**src/rtl/spi_scan_router.sv**
```systemverilog
// Serial scan-chain router: MSB-first address frame selects one of NCH channels, then data
// strobes are forwarded as per-channel clock enables. Optional broadcast: SPI_SCAN_ROUTER_BCAST_EN.

module spi_scan_router_lane (
    input  logic SCLK,
    input  logic RESET,
    input  logic hit,
    input  logic clr,
    input  logic sin,
    output logic s_sclk,
    output logic mout
);
    always_ff @(posedge SCLK) begin
        if (RESET) begin
            s_sclk <= 1'b0;
            mout   <= 1'b0;
        end else begin
            s_sclk <= hit;
            if (clr)
                mout <= 1'b0;
            else if (hit)
                mout <= sin;
        end
    end
endmodule

module spi_scan_router #(
    parameter int NCH = 32,
    parameter int AW  = 5
) (
    input  logic           SCLK,
    input  logic           RESET,
    input  logic           REGSEL,
    input  logic           SIN,
    input  logic           SIN_VLD,
    input  logic [NCH-1:0] MIN,
    output logic [NCH-1:0] S_SCLK,
    output logic [NCH-1:0] MOUT,
    output logic           SOUT,
    output logic [AW-1:0]  SEL,
    output logic           BUSY,
    output logic           ERR
);
`ifdef SPI_SCAN_ROUTER_BCAST_EN
    localparam int FW = AW + 1;
`else
    localparam int FW = AW;
`endif
    localparam int CW = $clog2(FW + 1);

    typedef enum logic [1:0] {IDLE, ADDR, ROUTE} state_t;

    state_t          state, state_n;
    logic [FW-1:0]   shreg, shreg_n, shreg_base, shreg_sh;
    logic [CW-1:0]   cnt, cnt_n, cnt_base, cnt_inc;
    logic [AW-1:0]   sel_n, frame_addr;
    logic            bcast_q, bcast_n, err_n;
    logic            frame_flag, in_range, addr_bit, data_bit, data_stb;
    logic [NCH-1:0]  sel_hit_n, lane_hit;

    assign addr_bit   = SIN_VLD & REGSEL;
    assign data_bit   = SIN_VLD & ~REGSEL;
    // A frame restarts from empty whenever an address bit arrives outside ADDR.
    assign shreg_base = (state == ADDR) ? shreg : '0;
    assign cnt_base   = (state == ADDR) ? cnt : '0;
    assign shreg_sh   = (shreg_base << 1) | FW'(SIN);
    assign cnt_inc    = cnt_base + CW'(1);
    assign frame_addr = shreg_sh[AW-1:0];
`ifdef SPI_SCAN_ROUTER_BCAST_EN
    assign frame_flag = shreg_sh[AW];
`else
    assign frame_flag = 1'b0;
`endif
    assign in_range   = {1'b0, frame_addr} < (AW+1)'(NCH);

    always_ff @(posedge SCLK) begin
        if (RESET)
            state <= IDLE;
        else
            state <= state_n;
    end

    always_comb begin
        state_n  = state;
        shreg_n  = shreg;
        cnt_n    = cnt;
        sel_n    = SEL;
        bcast_n  = bcast_q;
        err_n    = ERR;
        data_stb = 1'b0;
        case (state)
            IDLE, ROUTE: begin
                if (addr_bit) begin
                    state_n = ADDR;
                    shreg_n = shreg_sh;
                    cnt_n   = cnt_inc;
                    bcast_n = 1'b0;
                end else if (data_bit && state == ROUTE) begin
                    data_stb = 1'b1;
                end
            end
            ADDR: begin
                if (addr_bit) begin
                    state_n = ADDR;
                    shreg_n = shreg_sh;
                    cnt_n   = cnt_inc;
                end else if (data_bit) begin
                    state_n = IDLE;
                    err_n   = 1'b1;
                    cnt_n   = '0;
                end
            end
            default: state_n = IDLE;
        endcase
        // Commit on the bit that completes the frame, whichever state it arrived in.
        if (addr_bit && cnt_inc == CW'(FW)) begin
            sel_n = frame_addr;
            cnt_n = '0;
            if (frame_flag) begin
                state_n = ROUTE;
                bcast_n = 1'b1;
            end else if (in_range) begin
                state_n = ROUTE;
                bcast_n = 1'b0;
            end else begin
                state_n = IDLE;
                err_n   = 1'b1;
            end
        end
    end

    always_ff @(posedge SCLK) begin
        if (RESET) begin
            shreg   <= '0;
            cnt     <= '0;
            SEL     <= '0;
            bcast_q <= 1'b0;
            BUSY    <= 1'b0;
            ERR     <= 1'b0;
            SOUT    <= 1'b0;
        end else begin
            shreg   <= shreg_n;
            cnt     <= cnt_n;
            SEL     <= sel_n;
            bcast_q <= bcast_n;
            BUSY    <= (state_n == ROUTE);
            ERR     <= err_n;
            SOUT    <= (state_n == ROUTE) & ~bcast_n & |(MIN & sel_hit_n);
        end
    end

    for (genvar i = 0; i < NCH; i++) begin : g_lane
        assign sel_hit_n[i] = (sel_n == AW'(i));
        assign lane_hit[i]  = data_stb & (bcast_q | (SEL == AW'(i)));
        spi_scan_router_lane u_lane (
            .SCLK   (SCLK),
            .RESET  (RESET),
            .hit    (lane_hit[i]),
            .clr    (state_n != ROUTE),
            .sin    (SIN),
            .s_sclk (S_SCLK[i]),
            .mout   (MOUT[i])
        );
    end
endmodule

```
**config.mk**
```make
export PLATFORM = sky130hd
export DESIGN_NAME = spi_scan_router
export DESIGN_NICKNAME = d
export VERILOG_FILES = /design/src/rtl/spi_scan_router.sv
export SDC_FILE = /design/constraint.sdc
export NUM_CORES = 1
export LEC_CHECK = 0
export ABC_AREA = 1
export ABC_CLOCK_PERIOD_IN_PS = 2900
export BUFFER_PORTS_ARGS = -buffer_cell sky130_fd_sc_hd__buf_2
export CORE_MARGIN = 1.5
export CORE_UTILIZATION = 35
export DETAILED_ROUTE_END_ITERATION = 8
export PLACE_DENSITY = 0.55
export RECOVER_POWER = 50
export SLEW_MARGIN = 20
export SYNTH_ARGS = -nofsm -noshare
export SYNTH_HDL_FRONTEND = slang
export SYNTH_SLANG_ARGS = --single-unit
```
**constraint.sdc**
```tcl
create_clock -name SCLK -period 2.9 [get_ports SCLK]
set_input_delay 0 -clock SCLK [delete_from_list [all_inputs] [get_ports SCLK]]
set_output_delay 0 -clock SCLK [all_outputs]
set_load 0.01 [all_outputs]
```
== Word level (Yosys, flattened, before mapping) ==
Index checks and enable logic that the tools add are counted.

* Bitwise operators: 73
* Reductions and logical operators: 14
* Multiplexer cells: 18
* Eq/ne operators: 69
* Add/sub/neg operators: 1

{| class="wikitable"
|+ Operator list
! cell !! number
|-
| 5-bit == test, second input constant || 32
|-
| 5-bit by 4-bit == test with 1-bit output, second input constant || 16
|-
| 5-bit by 3-bit == test with 1-bit output, second input constant || 8
|-
| 1-bit AND || 36
|-
| 32-bit AND || 1
|-
| 1-bit bitwise OR || 32
|-
| 32-bit OR reduction || 1
|-
| 5-bit by 2-bit == test with 1-bit output, second input constant || 4
|-
| 3-bit two-way mux || 4
|-
| 5-bit by 1-bit == test with 1-bit output, second input constant || 2
|-
| 5-bit zero test || 2
|-
| 2-bit two-way mux || 4
|-
| 1-bit two-way mux || 6
|-
| 3-bit case mux with 2 select lines || 1
|-
| 3-bit AND reduction || 2
|-
| 2-bit OR reduction || 3
|-
| 5-bit two-way mux || 1
|-
| 5-bit by 1-bit bitwise OR with 5-bit output || 1
|-
| 2-bit == test, second input constant || 2
|-
| 4-bit two-way mux || 1
|-
| 2-bit inequality test, second input constant || 2
|-
| 2-bit case mux with 2 select lines || 1
|-
| 3-bit by 1-bit adder with 3-bit output, second input constant || 1
|-
| 3-bit == test, second input constant || 1
|-
| other kinds (8) || 11
|}

* Logic and storage cells: 247
* Bits in registers: 82
* Output and inout bits: 72
* Input port bits: 37

== Logic depth before layout (Yosys ltp) ==
* Word-level depth: 10
* Gate-level depth with buffers: 21

== Cells and area by module ==
From an unflattened synthesis, not the netlist that was laid out.

* Cells, all modules: 619
* Area total of the unflattened synthesis: 4149.0 um^2

{| class="wikitable"
|+ By module, submodules not included
! module !! area each (um^2) !! cells an instance !! instances !! seq. area each (um^2)
|-
| spi_scan_router_lane || 72.6 || 10 || 32 || 40.0
|-
| spi_scan_router || 1826.8 || 299 || 1 || 360.3
|}

== Least setup slack after synthesis ==
No wires, ideal clock.

* Path type: register to register
* Start: register state[0]
* End: register SOUT
* Stages on the path, launching flop included: 20
* Library setup time: 113 ps
* Path buffers: 1
* Arrival: 2049 ps
* Setup slack: 738 ps
* Clock period less this slack: 2162 ps
* Path through: dfxtp_1 -> nand2_1 -> nor2_1 -> ha_1 -> inv_1 -> nand2_4 -> nand3_2 -> buf_6 -> nand2_2 -> nand2_4 -> nand2_1 -> inv_2 -> nand3_1 -> nand2_1 -> nor2_1 -> nand2_1 -> nor2_1 -> nand2_1 -> nand2_1 -> nor2_1

* Cells in the longest elaborated chain, start to end: 10

{| class="wikitable"
|+ RTL lines
! item !! RTL line !! RTL
|-
| start, declared || 53 || <nowiki>state_t state, state_n;</nowiki>
|-
| start signal, assigned || 80 || <nowiki>state <= state_n;</nowiki>
|-
| 2-bit by 1-bit == test with 1-bit output || 64, 65, 91 ||
|-
| 3-bit two-way mux || 65 || <nowiki>assign cnt_base = (state == ADDR) ? cnt : '0;</nowiki>
|-
| 3-bit by 1-bit adder with 3-bit output || 67 || <nowiki>assign cnt_inc = cnt_base + CW'(1);</nowiki>
|-
| 3-bit == test || 116 || <nowiki>if (addr_bit && cnt_inc == CW'(FW)) begin</nowiki>
|-
| 1-bit logical AND || 116 ||
|-
| 5-bit two-way mux || 116 ||
|-
| 5-bit by 1-bit == test with 1-bit output, or another cell as far along || 153 || <nowiki>assign sel_hit_n[i] = (sel_n == AW'(i));</nowiki>
|-
| 32-bit AND || 148 || <nowiki>SOUT <= (state_n == ROUTE) & ~bcast_n & |(MIN & sel_hit_n);</nowiki>
|-
| 32-bit OR reduction || 148 ||
|-
| 1-bit AND * || 148 ||
|-
| end signal, assigned || 148 ||
|-
| end, declared || 39 || <nowiki>output logic SOUT,</nowiki>
|}

Every way passes the cells marked *; elsewhere a longest branch is shown, timed or not.
A chain may end at the register's enable or synchronous reset.

== Worst setup path after layout ==
Ends and elaborated chain as after synthesis.

==> results.py <==
metrics = {
    "status": {
        "outcome": "finished, final reports clean",
    },
    "place": {
        "dp_hpwl_mm": 7.41,
        "portBuffers": 108,
        "gp_congestion": 0.873,
        "place_ws_ns": 0.343,
        "place_area_um2": 4280,
    },
    "global_routing": {
        "track_usage_pct": 16.1,
        "grt_pass1_wl_mm": 16.1,
        "grt_util_met3_pct": 3.55,
        "grt_max_degree": 43,
        "use_met1_pct": 21.6,
        "antenna_found_initial": 0,
        "use_met2_pct": 25.2,
        "grt_pass1_vias": 3261,
        "gr-total-overflow": 0,
        "top_usage_layer": "met2",
    },
    "detailed_routing": {
        "drc_errors": 0,
        "num_vias": 3546,
        "vias_per_cell": 4.63,
        "dr.pass1.iters": 4,
        "post_drt_wl_per_cell_um": 13.0,
        "finalWirelength_mm": 9.96,
        "first_iter_violations": 153,
        "drtAntennaViolNets": 0,
    },
    "cells_and_area": {
        "syn_to_final_growth_pct": 11.4,
        "final_common_cell": "nand2_1",
        "n_antenna_cell": 0,
        "fin_area_um2": 4540,
        "finalCoreUtilization_pct": 39.9,
        "fill_cells": 1253,
        "drive_above_1_share_pct": 12.7,
        "layout_common_cells": "132 x nand2_1, 82 x dfxtp_1, 72 x nor2_1, 72 x clkbuf_1, 56 x nand3_1",
        "fin_nets": 658,
    },
    "logic_synthesis": {
        "synth.ff_latch_count": 82,
        "synth_edf_count": 0,
        "yosys.area.top_type_share_pct": 40.3,
        "ys_warn_count": 0,
        "ys_types": 25,
        "synth.net_count": 619,
        "syn_area_per_cell_um2": 7.02,
        "synth_area_leaders": "dfxtp_1 40%, nand2_1 12%, buf_4 12%, nand3_1 6.9%, nor2_1 6.7%",
        "synth_top_cell_by_area": "dfxtp_1",
        "synthArstFlopShare_pct": 0,
        "synth_cells": 580,
        "synthesis.area_um2": 4070,
        "synth_top_flop_cell": "dfxtp_1",
        "seq_area_frac_synth_pct": 40.3,
    },
    "timing": {
        "worst_slack_ns": 0.342,
        "fin_crit_ns": 2.56,
        "skew_ns": 0.00977,
        "tns_ns": 0,
        "setup_viol": 0,
        "slew_viol_final": 0,
        "clock.fmax_mhz": 391,
        "tightest_slew_ns": 0.871,
        "maxSlewHeadroom_pct": 41.3,
        "finalCritPeriodShare_pct": 88.2,
        "rsz0062_at_grt": "no",
        "hold_violations": 0,
    },
    "critical_path": {
        "critPathArrivalTime_ns": 2.78,
        "reg2reg_depth": 15,
        "end_kind": "flip-flop",
        "crit-reg2reg-launch": "state[0]$_SDFF_PP0_",
        "reg2reg_to": "SOUT$_SDFF_PP0_",
        "worst_ep_required_time_ns": 3.12,
        "worst-r2r-setup-slack_ns": 0.34,
        "path_class": "flip-flop to flip-flop",
        "critPathLaunchType": "flip-flop",
        "path_max_fanout": 11,
    },
    "power": {
        "p_int_uw": 2040,
        "ir_drop_v": 0.000283,
        "pwr-share-comb_pct": 2.9,
        "p_clk_share_pct": 52.3,
        "swShare_pct": 19.2,
        "total_power_uw": 2530,
        "p_per_area_nw_per_um2": 557,
        "p_leak_uw": 0.00173,
        "seqPwrFrac_pct": 44.8,
        "switching_power_uw": 486,
    },
    "die": {
        "start_util_pct": 35.8,
        "coreArea_um2": 11400,
        "die_h_um": 111,
        "row_count": 39,
        "ios": 109,
        "die_w_um": 111,
        "die_area_um2": 12300,
    },
    "cts": {
        "holdBufCountCts": 0,
        "cts.sinks": 82,
        "clkTransAtPathRegs_ns": 0.06,
        "cts_buffers": 9,
        "worst_skew_pair.late_latency_ns": 0.33,
        "ctsRootBufferMaster": "clkbuf_16",
        "cts_tree": "built",
        "max-clock-path-buffers": 2,
        "h-tree-depth": 3,
    },
    "worst_hold_path": {
        "whs_endpoint": "ERR$_SDFFE_PP0P_",
        "min_path_cells": 4,
        "hold_start": "REGSEL",
        "min_path_type": "input pin to flip-flop",
    },
    "flow_run": {
        "maxCapViolCount": 0,
    },
}
==> flip-flops by register name, indices dropped and copies added (netlist names) <==
| signal | cells |
|---|---|
| g_lane.u_lane.mout | 32 |
| SOUT | 1 |
| bcast_q | 1 |
| cnt | 3 |
| state | 2 |
| g_lane.u_lane.s_sclk | 32 |
| SEL | 5 |
| BUSY | 1 |
| ERR | 1 |
| shreg | 4 |
==> Yosys cell counts, types with 3 or more instances <==
master    instances
inv_1            38
o21ai_0          34
a21oi_1          40
o22ai_1           3
buf_4            64
nand2_2           5
clkbuf_1         22
nand4_1           9
nand3_1          56
nor2_1           73
nor2_4            5
inv_2             3
dfxtp_1          82
nand2_1         132
==> layout make-up <==
class                      count  area, um^2  area share (%)
multi-input combinational    369        1700            37.5
sequential                    82        1640            36.2
timing repair buffer         116         508            11.2
clock buffer                  11         253            5.57
tap                          143         179            3.94
inverter                      41         154            3.39
clock inverter                 4        98.8            2.18
==> power groups by stage <==
stage / sequential, uW / clock (uW) / combinational [uW]
after floorplan: 1160 / 0 / 37.1
after global placement: 1160 / 0 / 75.1
after detailed placement: 1160 / 0 / 73.8
after CTS: 1130 / 1340 / 73.6
after global routing: 1130 / 1380 / 81.5
final: 1130 / 1320 / 72.6
==> critical path: stages (launching register included) <==
cell and delay (ns):
dfxtp_1 0.44, nand2_1 0.18, nor2_1 0.17, ha_1 0.23, inv_1 0.09, nand2_4 0.11, nand3_2 0.20, nand2_1 0.18
nand2_2 0.12, nand2_1 0.14, inv_2 0.07, nand3_1 0.11, and3_1 0.19, nand3_1 0.08, nor2_1 0.09, nor2_1 0.05
==> stage by stage <==
step / instances / hold slack [ns]
5_1_grt: 766 / 0.0965
3_5_place_dp: 751 / 0.394
4_1_cts: 766 / 0.0527
6_report: 766 / 0.0607
3_3_place_gp: 751 / 0.392
2_1_floorplan: 580 / 0.247
==> worst max path at each step <==
| stage | from | end | slack [ns] |
|---|---|---|---|
| final | state[0]$_SDFF_PP0_ | SOUT$_SDFF_PP0_ | 0.34 |
| after detailed placement | state[0]$_SDFF_PP0_ | SOUT$_SDFF_PP0_ | 0.34 |
| after global routing | state[0]$_SDFF_PP0_ | SOUT$_SDFF_PP0_ | 0.03 |
| after floorplan | state[0]$_SDFF_PP0_ | SOUT$_SDFF_PP0_ | 0.74 |
| after global placement | state[0]$_SDFF_PP0_ | SOUT$_SDFF_PP0_ | 0.45 |
| after CTS | state[0]$_SDFF_PP0_ | SOUT$_SDFF_PP0_ | 0.32 |
==> per-layer routing <==
| metal | part of all wire, % | routed length, um |
|---|---|---|
| met1 | 48 | 4730 |
| met4 | 1.8 | 178 |
| met2 | 44 | 4420 |
| met3 | 6.3 | 625 |
| met5 | 0 | 0 |
==> timing repair <==
item | 4_1_cts | 5_1_grt
buffers inserted | 0 | 0
resized for setup | 0 | 1
setup endpoints to repair | 0 | 1
==> cells by family (layout without fill, tap and decap cells) <==
family	count (synthesis)	after routing	synth area share, %
flip-flops	82	82	40.3
adder cells (fa/ha/maj)	2	2	0.614
AO/OA/AOI/OAI	79	79	9.83
buffers and inverters	129	172	18.0
AND/OR/NAND/NOR	288	288	31.3
(Power assumes the default switching activity.)
